## src/rtl/usb_pulpino_pkg.sv

```systemverilog
// Shared definitions for the USB->Pulpino byte channel blocks.
package usb_pulpino_pkg;

  localparam int unsigned BYTE_W            = 8;
  localparam int unsigned NUM_BYTES_DEFAULT = 4;

  typedef enum logic [1:0] {
    ST_IDLE,
    ST_SEND,
    ST_WAIT_ACK,
    ST_ERROR
  } tx_state_e;

endpackage

```

## src/rtl/flicker_edge_detect.sv

```systemverilog
// Turns a toggle ("flicker") input into a one-cycle event pulse.
// The first clock after reset only captures the input level, so a flicker
// that is already high when reset is released never produces an event.
module flicker_edge_detect (
  input  logic clk,
  input  logic rst_n,
  input  logic flk_i,
  output logic evt_o
);

  logic prev_q;
  logic armed_q;

  // Track the previous flicker level; arm only after the first sample.
  always_ff @(posedge clk or negedge rst_n) begin
    if (!rst_n) begin
      prev_q  <= 1'b0;
      armed_q <= 1'b0;
    end else begin
      prev_q  <= flk_i;
      armed_q <= 1'b1;
    end
  end

  assign evt_o = armed_q & (flk_i ^ prev_q);

endmodule

```

## src/rtl/usb_pulpino_word_tx_ctrl.sv

```systemverilog
// Word transmit controller: accepts a word, presents it LSB-first one byte
// at a time with a write flicker, waits for each read-flicker ack, and
// toggles word_done_flk_o when the whole word has been acknowledged.
module usb_pulpino_word_tx_ctrl
  import usb_pulpino_pkg::*;
#(
  parameter int unsigned NUM_BYTES   = NUM_BYTES_DEFAULT,
  parameter int unsigned ACK_TIMEOUT = 255,
  parameter int unsigned TO_W        = 8
) (
  input  logic                        clk,
  input  logic                        rst_n,
  input  logic [BYTE_W*NUM_BYTES-1:0] word_i,
  input  logic                        word_valid_i,
  output logic                        word_ready_o,
  output logic [BYTE_W-1:0]           byte_o,
  output logic                        byte_write_flk_o,
  input  logic                        byte_read_flk_i,
  output logic                        word_done_flk_o,
  output logic                        busy_o,
  output logic                        err_timeout_o,
  output logic                        err_spurious_o,
  input  logic                        clr_err_i
);

  localparam int unsigned WORD_W = BYTE_W * NUM_BYTES;
  localparam int unsigned IDX_W  = (NUM_BYTES > 1) ? $clog2(NUM_BYTES) : 1;
  localparam logic [IDX_W-1:0] LAST_IDX = IDX_W'(NUM_BYTES - 1);
  localparam logic [TO_W:0]    TO_LIMIT = (TO_W + 1)'(ACK_TIMEOUT);

  tx_state_e         state_q, state_d;
  logic [IDX_W-1:0]  idx_q;
  logic [TO_W-1:0]   cnt_q;
  logic [TO_W:0]     cnt_inc;
  logic [WORD_W-1:0] shreg_q;
  logic [BYTE_W-1:0] byte_q;
  logic              wr_flk_q;
  logic              done_flk_q;
  logic              err_to_q;
  logic              err_sp_q;
  logic              ack_evt;

  logic load_word;
  logic next_byte;
  logic finish_word;
  logic set_to;
  logic set_sp;

  flicker_edge_detect u_ack_edge (
    .clk   (clk),
    .rst_n (rst_n),
    .flk_i (byte_read_flk_i),
    .evt_o (ack_evt)
  );

  // The counter starts at 0 in the SEND cycle and also counts that cycle,
  // so the terminal check fires exactly ACK_TIMEOUT cycles after the toggle.
  assign cnt_inc = {1'b0, cnt_q} + {{TO_W{1'b0}}, 1'b1};

  // Next-state and per-cycle control decisions.
  always_comb begin
    state_d     = state_q;
    load_word   = 1'b0;
    next_byte   = 1'b0;
    finish_word = 1'b0;
    set_to      = 1'b0;
    set_sp      = 1'b0;
    case (state_q)
      ST_IDLE: begin
        set_sp = ack_evt;
        if (word_valid_i) begin
          load_word = 1'b1;
          state_d   = ST_SEND;
        end
      end
      ST_SEND: begin
        set_sp  = ack_evt;
        state_d = ST_WAIT_ACK;
      end
      ST_WAIT_ACK: begin
        if (ack_evt) begin
          if (idx_q == LAST_IDX) begin
            finish_word = 1'b1;
            state_d     = ST_IDLE;
          end else begin
            next_byte = 1'b1;
            state_d   = ST_SEND;
          end
        end else if (cnt_inc >= TO_LIMIT) begin
          set_to  = 1'b1;
          state_d = ST_ERROR;
        end
      end
      ST_ERROR: begin
        if (clr_err_i) state_d = ST_IDLE;
      end
      default: state_d = ST_IDLE;
    endcase
  end

  // State, datapath and flicker/error registers.
  always_ff @(posedge clk or negedge rst_n) begin
    if (!rst_n) begin
      state_q    <= ST_IDLE;
      idx_q      <= '0;
      cnt_q      <= '0;
      shreg_q    <= '0;
      byte_q     <= '0;
      wr_flk_q   <= 1'b0;
      done_flk_q <= 1'b0;
      err_to_q   <= 1'b0;
      err_sp_q   <= 1'b0;
    end else begin
      state_q <= state_d;

      // The byte and its flicker are registered on entry to SEND so both are
      // already visible during the SEND cycle itself.
      if (load_word) begin
        byte_q   <= word_i[BYTE_W-1:0];
        shreg_q  <= word_i >> BYTE_W;
        idx_q    <= '0;
        cnt_q    <= '0;
        wr_flk_q <= ~wr_flk_q;
      end else if (next_byte) begin
        byte_q   <= shreg_q[BYTE_W-1:0];
        shreg_q  <= shreg_q >> BYTE_W;
        idx_q    <= idx_q + IDX_W'(1);
        cnt_q    <= '0;
        wr_flk_q <= ~wr_flk_q;
      end else if (state_q == ST_SEND || state_q == ST_WAIT_ACK) begin
        cnt_q <= cnt_inc[TO_W-1:0];
      end

      if (finish_word) done_flk_q <= ~done_flk_q;

      // A new error event in the same cycle as a clear takes priority.
      if (clr_err_i) begin
        err_to_q <= 1'b0;
        err_sp_q <= 1'b0;
      end
      if (set_to) err_to_q <= 1'b1;
      if (set_sp) err_sp_q <= 1'b1;
    end
  end

  assign word_ready_o     = (state_q == ST_IDLE);
  assign busy_o           = (state_q != ST_IDLE);
  assign byte_o           = byte_q;
  assign byte_write_flk_o = wr_flk_q;
  assign word_done_flk_o  = done_flk_q;
  assign err_timeout_o    = err_to_q;
  assign err_spurious_o   = err_sp_q;

endmodule

```

## config.mk

```make
export PLATFORM = sky130hd
export DESIGN_NAME = usb_pulpino_word_tx_ctrl
export DESIGN_NICKNAME = d
export VERILOG_FILES = /design/src/rtl/usb_pulpino_pkg.sv /design/src/rtl/flicker_edge_detect.sv /design/src/rtl/usb_pulpino_word_tx_ctrl.sv
export SDC_FILE = /design/constraint.sdc
export NUM_CORES = 1
export LEC_CHECK = 0
export ABC_AREA = 1
export BUFFER_PORTS_ARGS = -buffer_cell sky130_fd_sc_hd__buf_4
export CAP_MARGIN = 10
export CORE_MARGIN = 2
export CORE_UTILIZATION = 29
export CTS_CLUSTER_DIAMETER = 80
export DETAILED_ROUTE_END_ITERATION = 10
export PLACE_DENSITY = 0.46
export SYNTH_ARGS = -nofsm -noshare
export SYNTH_HDL_FRONTEND = slang
export SYNTH_HIERARCHICAL = 1
export SYNTH_SLANG_ARGS = --single-unit
```

## constraint.sdc

```tcl
create_clock -name clk -period 2.2 [get_ports clk]
set_clock_uncertainty 0.1 [all_clocks]
set_input_delay 0.22 -clock clk [delete_from_list [all_inputs] [get_ports clk]]
set_output_delay 0.22 -clock clk [all_outputs]
set_load 0.02 [all_outputs]
```

* Word-level counts from Yosys, hierarchy flattened
Index checks and enable logic that the tools add are counted.
W data, S select, Z words.
** Word-level totals
- Bits in registers :: 58
- Output and inout port bits :: 14
** Operators by class
- Reduce and logical (&&, ||, !) cells :: 9
- Add/subtract/negate cells :: 2
- Mux-type cells :: 32
- Bitwise gates (word level) :: 4
- $lt $le $gt $ge :: 1
- Equality and inequality tests :: 7
** Operators by type and width (number)
- $mux W32 :: 2
- $mux W8 :: 5
- $mux W1 :: 18
- $mux W2 :: 6
- $add A8 B1 Y9 const B :: 1
- $ge A9 B8 Y1 const B :: 1
- $pmux W2 S4 :: 1
- $reduce_bool A2 Y1 :: 4
- $eq A2 B2 Y1 const B :: 3
- $ne A2 B2 Y1 const B :: 2
- $ne A3 B3 Y1 const B :: 1
- $reduce_and A3 Y1 :: 1
- $reduce_bool A3 Y1 :: 1
- $add A2 B1 Y2 const B :: 1
- $eq A2 B1 Y1 const B :: 1
- $logic_not A2 Y1 :: 1
- $not A1 Y1 :: 2
- $reduce_or A2 Y1 :: 1
- $and A1 B1 Y1 :: 1
- $logic_or A1 B1 Y1 :: 1
- $xor A1 B1 Y1 :: 1

* Longest topological paths before layout
- Word-level depth :: 6
- Gate-level depth with buffers :: 12

* Modules after synthesis
Netlist, hierarchy kept.
** Modules (own cells, without submodules)
- usb_pulpino_word_tx_ctrl :: instances 1, area each 2288.4 um^2, sequential area each 1201.2 um^2, cells an instance 259
- flicker_edge_detect :: instances 1, area each 68.8 um^2, sequential area each 50.0 um^2, cells an instance 7

* Worst setup path after synthesis
OpenSTA, ideal clock, no wires.
- Path type :: reg2reg
- Start point :: register state_q[0]
- End point :: register shreg_q[17]
- Data required time :: 2017 ps
- Cell stages (with the launch flop) :: 9
- Library setup time :: 83 ps
- Clock period less this slack :: 1723 ps
- Arrival :: 1541 ps
- Setup slack :: 477 ps
- Cell sequence :: dfrtp_1 -> inv_1 -> ha_1 -> nand2_2 -> inv_2 -> buf_2 -> buf_2 -> nand2_1 -> o21ai_0
** On the way
- Longest elaborated chain between the ends :: 3
- Elaborated cells between the ends (all ways) :: 6
- Those cells by class :: 1 x eq/ne; 3 x mux; 2 x reduce/logical
** RTL lines
- start: declaration :: RTL line usb_pulpino_word_tx_ctrl.sv:31 : tx_state_e state_q, state_d;
- start signal: assignment :: RTL line usb_pulpino_word_tx_ctrl.sv:114 : state_q <= state_d;
- $logic_not A2 Y1 (*)
- net word_ready_o :: RTL line usb_pulpino_word_tx_ctrl.sv:15 : output logic word_ready_o,
- $mux W1 (*) :: RTL line usb_pulpino_word_tx_ctrl.sv:68 : case (state_q)
- $mux W32 / $reduce_bool A2 Y1 (equally long branches)
- end signal: assignment :: RTL line usb_pulpino_word_tx_ctrl.sv:120 : shreg_q <= word_i >> BYTE_W;
- end signal: assignment :: RTL line usb_pulpino_word_tx_ctrl.sv:126 : shreg_q <= shreg_q >> BYTE_W;
- end: declaration :: RTL line usb_pulpino_word_tx_ctrl.sv:35 : logic [WORD_W-1:0] shreg_q;
The timed path passes the listed nets; every way through them passes the cells marked *.
A chain may end at the register's enable or synchronous reset.

* Final worst setup path
- Start point :: register state_q[1]
- End point :: register cnt_q[4]
** On the way
- Longest elaborated chain between the ends :: 4
- Elaborated cells between the ends (all ways) :: 9
- Those cells by class :: 2 x eq/ne; 4 x mux; 3 x reduce/logical
** RTL lines
- $eq A2 B2 Y1 :: RTL line usb_pulpino_word_tx_ctrl.sv:68, usb_pulpino_word_tx_ctrl.sv:130
- $mux W1 :: RTL line usb_pulpino_word_tx_ctrl.sv:68
- $mux W8 :: RTL line usb_pulpino_word_tx_ctrl.sv:124 : end else if (next_byte) begin
- $mux W8 :: RTL line usb_pulpino_word_tx_ctrl.sv:118 : if (load_word) begin
- end signal: assignment :: RTL line usb_pulpino_word_tx_ctrl.sv:131 : cnt_q <= cnt_inc[TO_W-1:0];
- end: declaration :: RTL line usb_pulpino_word_tx_ctrl.sv:33 : logic [TO_W-1:0] cnt_q;
Several ways; a longest one is shown, not always the timed one.

==> reports/qor.txt <==
Final core utilization - 38.03%
Met1 Use GR - 19.46%
Area Growth Syn to Fin - 25.96%
Worst hold start - word_i[26]
Synth area leader - dfrtp_1
Clk slew on worst S/H paths - 0.09 ns
Iter 0 DRT Violations - 105
Predominant post-synthesis flop cell - dfrtp_1
Top-area cell type share of the netlist area - 53.08%
Mean post-synth cell area - 8.862 um2
Diode count - 0
Routed Antenna Nets - 0
GRT Util Overall - 13.20%
Worst reg2reg path depth - 7
WP data required - 2.31 ns
Netlist Area Pre-Place - 0.002357 mm2
Synth top cells by count - 63 x nand2_1, 50 x dfrtp_1, 37 x inv_1
Ys async rst share - 100.0%
CORE AREA - 0.007807 mm2
Max_slew headroom - 56.88%
Leakage power - 0.001446 uW
Most common cell in the netlist - nand2_1
Sequential fraction of the synthesis area - 53.08%
Later-pin clock latency in the skew report - 0.30 ns
Worst hold path cell count - 3
Internal Pwr Total - 2096 uW
Hold WC Path Type - in -> reg
I/O pin count - 51
Vias - 1906
H-tree levels - 2
Final net count - 365
Setup TNS - 0 ns
CTS Buffer Depth - 2
Max Cap Viol - 0
Final setup fails - 0
Worst reg2reg setup slack - 0.33 ns
CTS Buf Count - 5
Initial antenna violation count - 0
Arrival @ worst endpoint - 1.98 ns
Maximum VDD drop - 0.3644 mV
Grt peak-use layer - met2
Cells after Synth - 266
Kind of critical path - reg -> reg
Synth unique cells - 25
CTS tree - done
Starting Density - 30.19%
GR Util met2 - 19.70%
GRT met3 Usage - 2.729%
Fill cells - 808
Syn Nets - 310
Crit path time final - 1.870 ns
Die H - 94.16 um
Die ar. - 0.008866 mm2
Hold Path End - shreg_q[18]$_DFFE_PN0P_
Slew Limit Fails - 0
Setup WS post-layout - 0.3301 ns
Remaining DRCs - 0
Root buffer cell - clkbuf_8
Largest cells by area after synthesis - dfrtp_1 53%, nand2_1 10%, inv_1 5.9%
Total congestion overflow - 0
Seq pwr share - 41.9%
Slew of the pin with the lowest slew margin - 0.6468 ns
Vias in the first global route - 1905
Count of flip-flops with a built-in enable after synthesis - 0
Clock Power Share - 16.4%
First-pass GRT wire length - 9183 um
Outcome - finished clean
Final Hold Viols - 0
Critical path startpoint category - register
Switching share of power - 39.80%
Post-DP HPWL - 3900 um
Final Cycle Share - 84.99%
Crit path from - state_q[1]$_DFFE_PN0P_
Reg2reg end - cnt_q[4]$_DFFE_PN0P_
Pin count of the biggest net entering global routing - 51
CP Capture Type - register
PD cells - 1172 mW/mm2
WL per Instance - 12.48 um
Yosys warnings - 6
Fmax - 534.8 MHz
Die W - 94.16 um
Pre-antenna DRT Iters - 4
Reg2reg start - state_q[1]$_DFFE_PN0P_
Unrepaired setup endpoints after global routing - no
Worst slack, placed - 0.2351 ns
GPL Wtd Cong - 0.8023
Register bit count reported by yosys - 50
P_sw - 1385 uW
Share of post-route cells with drive strength above 1 - 24.22%
Comb power frac - 41.6%
Worst-path maximum fanout - 14
# rows - 32
Total wire length - 5293 um
Post-DR vias/cell - 4.495
Port bufs - 50
CTS sink count - 50
power by group through the flow:
stage	registers, uW	clock network (uW)	logic [uW]
2_1_floorplan	1550	0	876
3_3_place_gp	1480	0	1450
3_5_place_dp	1480	0	1460
4_1_cts	1460	601	1470
5_1_grt	1510	634	1680
6_report	1460	572	1450
how the worst max path moves through the flow:
stage                         endpoint  cells after the start
6_report          cnt_q[4]$_DFFE_PN0P_                      7
5_1_grt           cnt_q[5]$_DFFE_PN0P_                      7
4_1_cts           cnt_q[4]$_DFFE_PN0P_                     10
3_5_place_dp      cnt_q[4]$_DFFE_PN0P_                      7
3_3_place_gp      cnt_q[7]$_DFFE_PN0P_                      9
2_1_floorplan  shreg_q[17]$_DFFE_PN0P_                      8
metal layers:
layer	routed length, um	vias up
met1	2670	883
li1	-	974
met2	2325	44
met5	0	-
met4	48	0
met3	249	5
layout make-up:
class | count | area [um2] | area share, %
sequential | 50 | 1251 | 42.14
multi-input combinational | 169 | 925.9 | 31.18
timing repair buffer | 54 | 410.4 | 13.82
inverter | 41 | 153.9 | 5.183
tap | 102 | 127.6 | 4.298
clock buffer | 6 | 82.58 | 2.781
clock inverter | 2 | 17.52 | 0.5900
logic make-up (layout without fill, tap and decap cells):
logic type                 after synthesis  in the layout  synth area share [%]
AOI/OAI and AO/OA                       54             54                 14.44
buffers and inverters                   47            103                 7.961
xor gates and xnor gates                 3              3                 1.115
and+or+nand+nor                        104            104                 19.53
adders and majority gates                7              7                 3.715
DFF                                     50             50                 53.08
other                                    1              1                0.1591
critical path, stage by stage, from the launching register on:
cell	delay, ns
dfrtp_1	0.43
inv_1	0.09
ha_1	0.24
nand2_2	0.20
nand2_4	0.16
inv_2	0.17
nand2_1	0.17
o21ai_0	0.21
sequential cells by signal, summed over array words and instances, names as in the netlist:
name,cells
state_q,2
word_done_flk_o,1
idx_q,2
u_ack_edge/armed_q,1
cnt_q,8
u_ack_edge/prev_q,1
err_timeout_o,1
byte_o,8
byte_write_flk_o,1
shreg_q,24
err_spurious_o,1
cell usage in the layout (no fill, tap or decap):
cell and n:
a21oi_1 3, a22o_1 1, buf_4 52, clkbuf_8 6, clkinv_4 2, conb_1 1
dfrtp_1 50, dlygate4sd3_1 2, ha_1 7, inv_1 37, inv_2 4, nand2_1 63
nand2_2 3, nand2_4 2, nand3_1 12, nand3_2 2, nor2_1 15, nor2_2 5
nor2_4 2, o211ai_1 6, o21ai_0 24, o21ai_1 2, o21bai_1 1, o221ai_1 11
o22ai_1 6, xor2_1 3
stage by stage:
| stage | std cells | hold WS (ns) | total power [uW] | cell area [um2] |
|---|---|---|---|---|
| floorplan | 266 | -0.1756 | 2423 | 2357 |
| global placement | 414 | 0.1954 | 2933 | 2841 |
| detailed placement | 414 | 0.1970 | 2944 | 2841 |
| CTS | 424 | 0.008894 | 3534 | 2962 |
| global route | 424 | 0.02102 | 3819 | 2969 |
| finish | 424 | 0.01678 | 3481 | 2969 |
repair_timing:
action / CTS / global route
setup buffers: 0 / 0
hold endpoints to repair: 51 / 0
gates resized for setup: 0 / 2
endpoints found under the setup margin: 0 / 11
hold buffers: 2 / 0
No activity file was read; power rests on OpenSTA's default activity.
